==> src/rtl/req_ack_done_responder.sv <==
// Target-side responder for the req/ack/done_xfr handshake: delayed single-cycle
// ack, a hold-stallable counted transfer, a done pulse, and initiator-abort detection.
module req_ack_done_responder #(
  parameter int unsigned ACK_DLY = 2,
  parameter int unsigned XFR_LEN = 4
) (
  input  logic       clk,
  input  logic       rst,
  input  logic       req,
  input  logic       hold,
  output logic       ack,
  output logic       xfr_active,
  output logic [7:0] xfr_cnt,
  output logic       done_xfr,
  output logic       busy,
  output logic       err,
  output logic [2:0] dbg_state
);

  // Handshake: the initiator raises req and keeps it high until it has seen
  // done_xfr; ack and done_xfr are one-cycle pulses from this side; dropping req
  // before done_xfr is an abort (err), and req must fall for at least one edge
  // before the next request is accepted.
  typedef enum logic [2:0] {
    S_IDLE = 3'd0,
    S_WAIT = 3'd1,
    S_ACK  = 3'd2,
    S_XFR  = 3'd3,
    S_DONE = 3'd4,
    S_REL  = 3'd5
  } state_t;

  localparam logic [3:0] ACK_DLY_C = 4'(ACK_DLY);
  localparam logic [7:0] XFR_LEN_C = 8'(XFR_LEN);

  state_t     state_q, state_d;
  logic [3:0] dly_q, dly_d;
  logic [7:0] cnt_q, cnt_d;
  logic       ack_q, ack_d;
  logic       done_q, done_d;
  logic       err_q, err_d;
  logic       busy_q, busy_d;
  logic       in_xfr_q, in_xfr_d;

  always_comb begin
    state_d = state_q;
    dly_d   = dly_q;
    cnt_d   = cnt_q;
    err_d   = 1'b0;
    case (state_q)
      S_IDLE: begin
        if (req) begin
          state_d = S_WAIT;
          dly_d   = ACK_DLY_C;
        end
      end
      S_WAIT: begin
        // A dropped request wins over delay expiry.
        if (!req) begin
          err_d   = 1'b1;
          state_d = S_IDLE;
        end else if (dly_q == 4'd0) begin
          state_d = S_ACK;
        end else begin
          dly_d = dly_q - 4'd1;
        end
      end
      S_ACK: begin
        state_d = S_XFR;
        cnt_d   = 8'd0;
      end
      S_XFR: begin
        if (!req) begin
          err_d   = 1'b1;
          state_d = S_IDLE;
          cnt_d   = 8'd0;
        end else if (!hold) begin
          cnt_d = cnt_q + 8'd1;
          if (cnt_d == XFR_LEN_C) state_d = S_DONE;
        end
      end
      S_DONE: state_d = req ? S_REL : S_IDLE;
      S_REL:  if (!req) state_d = S_IDLE;
      default: state_d = S_IDLE;
    endcase
    ack_d    = (state_d == S_ACK);
    done_d   = (state_d == S_DONE);
    busy_d   = (state_d != S_IDLE);
    in_xfr_d = (state_d == S_XFR);
  end

  always_ff @(posedge clk) begin
    if (rst) begin
      state_q  <= S_IDLE;
      dly_q    <= 4'd0;
      cnt_q    <= 8'd0;
      ack_q    <= 1'b0;
      done_q   <= 1'b0;
      err_q    <= 1'b0;
      busy_q   <= 1'b0;
      in_xfr_q <= 1'b0;
    end else begin
      state_q  <= state_d;
      dly_q    <= dly_d;
      cnt_q    <= cnt_d;
      ack_q    <= ack_d;
      done_q   <= done_d;
      err_q    <= err_d;
      busy_q   <= busy_d;
      in_xfr_q <= in_xfr_d;
    end
  end

  // A transfer cycle only counts when the stall is released for the coming edge.
  assign xfr_active = in_xfr_q & ~hold;
  assign ack        = ack_q;
  assign done_xfr   = done_q;
  assign err        = err_q;
  assign busy       = busy_q;
  assign xfr_cnt    = cnt_q;
  assign dbg_state  = state_q;

endmodule

==> config.mk <==
export PLATFORM = sky130hd
export DESIGN_NAME = req_ack_done_responder
export DESIGN_NICKNAME = d
export VERILOG_FILES = /design/src/rtl/req_ack_done_responder.sv
export SDC_FILE = /design/constraint.sdc
export NUM_CORES = 1
export LEC_CHECK = 0
export CELL_PAD_IN_SITES_DETAIL_PLACEMENT = 1
export CELL_PAD_IN_SITES_GLOBAL_PLACEMENT = 1
export CORE_MARGIN = 8
export CORE_UTILIZATION = 39
export DETAILED_ROUTE_END_ITERATION = 8
export PLACE_DENSITY_LB_ADDON = 0.1
export REMOVE_ABC_BUFFERS = 1
export SLEW_MARGIN = 20
export SYNTH_ARGS = -nofsm -noshare
export SYNTH_HDL_FRONTEND = slang
export SYNTH_SLANG_ARGS = --single-unit
==> constraint.sdc <==
create_clock -name clk -period 2.2 [get_ports clk]
set_clock_uncertainty 0.15 [all_clocks]
set_input_delay 0.33 -clock clk [delete_from_list [all_inputs] [get_ports clk]]
set_output_delay 0.33 -clock clk [all_outputs]
set_load 0.01 [all_outputs]
==> results.toml <==
[outcome]
outcome = "finished, final reports clean"

[grt]
grt_pass1_wl_um = 6040
grt_start_max_net_pins = 17
grt_usage_pct = 14.9
grt_overflow = 0
grt_pass1_vias = 1250
antenna_found_initial = 0

[clock_network]
cts_hold_buf = 0
ctsResizeCount = 0
clkSinkCount = 20
htreeDepth = 1
clkLatencyLatePin_ns = 0.33
cts_tree = "done"
cts.clk_slew.worst_paths_ns = 0.13
cts_buffers = 3
postCtsSetupBuffers = 0
clock_path_buffers = 2
cts_root_buffer = "clkbuf_4"

[die]
rows = 20
initial_utilization_pct = 40.3
chipWidth_um = 71.5
die-area_um2 = 5110
die_h_um = 71.5
io_pins = 20
coreArea_um2 = 2980

[worst_setup_path]
critPathLaunchType = "flop"
path_delay_family = "buffers and inverters"
worst_setup_path_end_kind = "primary output"
cpPeakStageDelay_ns = 0.55
crit_fanout = 11
crit_buf_inv = 2
path_class = "flop to primary output"
cp.required_ns = 1.72
cp_cell_sequence = "buf_4 > clkdlybuf4s50_1"
arrival_ns = 1.62
cpMaxStageDelayCell = "clkdlybuf4s50_1"

[power]
total_power_mw = 0.843
ir_drop_mv = 0.308
p_leak_nw = 0.545
cellPowerDensity_nw_per_um2 = 553

[logic_synthesis]
ys.flop_type = "dfxtp_1"
yosys.cell_types.count = 47
async_reset_ff_share_pct = 0
synth_top_area_share_pct = 33.4
syn_avg_cell_area_um2 = 8.63
ys_seq_area_share_pct = 33.4
syn_inst = 139
synth_area_leaders = "dfxtp_1 33%, a21oi_1 5.0%, ha_1 4.2%"
yosys.area.top_type = "dfxtp_1"
yosysWarnings = 0
synth-edff-count = 0
syn_area_um2 = 1200
ys_ff_latch = 20

[place]
placedCellCount = 195
gp_congestion = 0.850
dpl_cell_area_um2 = 1470
pre_cts_slack_ns = 0.0657
port_buffers = 19
dp_hpwl_um = 2760

[cells_and_area]
register_area_um2 = 400
antenna_cells = 0
stdcell_count = 199
multi_input_area_um2 = 717
nets = 175
drive_above_1_share_pct = 16.9
area_growth_pct = 27.1
finalInstanceArea_um2 = 1530
fin_util_pct = 51.2
fillers = 364
final_cell_mix = "20 x dfxtp_1, 19 x clkdlybuf4s50_1, 15 x buf_4"
final_common_cell = "dfxtp_1"

[detailed_routing]
wl_per_cell_um = 18.1
via_per_inst = 5.99
vias = 1192
drc = 0
drt-total-wl_um = 3610
ant_nets = 0
firstDrtPassIters = 4
first_iter_violations = 57

[timing]
tightestPinTransition_ns = 0.607
fin_crit_ns = 2.10
maxSlewHeadroom_pct = 59.4
fin_tns_setup_ns = 0
worst_slack_ns = 0.0986
rsz0062_at_grt = "no"
finalMaxSlewViolations = 0
max_freq_mhz = 476
hold_violations = 0
period_share_pct = 95.5
hold_slack_ns = 0.326
setup-violations-final = 0

[min_path]
min_path_type = "flop to flop"

[run]
cap_violations = 0
worst paths after layout:
check	from	to	slack, ns	cells past startpoint
worst max register to register	xfr_cnt[1]$_SDFFE_PP0P_	dbg_state[1]$_SDFF_PP0_	0.14	5
worst min-delay path	dly_q[0]$_SDFFE_PP0P_	dly_q[0]$_SDFFE_PP0P_	0.33	2
worst max-delay path	dbg_state[1]$_SDFF_PP0_	dbg_state[1]	0.1	2
worst min register to register	dly_q[0]$_SDFFE_PP0P_	dly_q[0]$_SDFFE_PP0P_	0.33	2
flip-flops by register name, indices dropped and copies added, names as in the netlist:
name / cells
ack: 1
busy: 1
dbg_state: 3
dly_q: 4
done_xfr: 1
err: 1
in_xfr_q: 1
xfr_cnt: 8
kinds of logic (layout without fill, tap and decap cells):
kind of cell,count (synthesis),in the layout,share of synthesized area (%)
AO/OA/AOI/OAI,44,44,24.7
AND/OR/NAND/NOR,56,56,30.0
flip-flops,20,20,33.4
buffers and inverters,14,41,6.88
adder cells (fa/ha/maj),4,4,4.17
multiplexers,1,1,0.834
power breakdown:
part,switching (mW),internal (mW),total (mW)
Sequential,0.0111,0.375,0.386
Combinational,0.0748,0.0627,0.138
Clock,0.135,0.185,0.320
Total,0.221,0.622,0.843
metal layers:
metal | track usage (%) | wire [um] | vias to the layer above
li1 | - | - | 588
met1 | 15.7 | 1500 | 581
met2 | 27.1 | 1900 | 16
met3 | 2.65 | 120 | 7
met4 | 8.16 | 92 | 0
met5 | 0 | 0 | -
cell type report:
cell class | instances | area share [%]
Multi-Input combinational cell | 105 | 47.0
Sequential cell | 20 | 26.3
Clock inverter | 1 | 1.97
Clock buffer | 3 | 1.48
Timing Repair Buffer | 34 | 19.9
Inverter | 3 | 0.738
Tap cell | 33 | 2.71
cells in the mapped netlist, types with 4 or more instances:
library cell / count
nand3_1: 4
nand2_1: 4
nor3_1: 4
o21ai_0: 10
ha_1: 4
nand2b_1: 4
nand4b_1: 4
nor2_1: 8
nand3b_1: 5
a21oi_1: 12
dfxtp_1: 20
tightest hold or removal path: cells and delay by family (launching register included):
family             cells  cell delay [ns]
and+or+nand+nor        1             0.06
AOI/OAI and AO/OA      1             0.05
DFF                    1             0.34
Power figures use the tool's default switching activity.
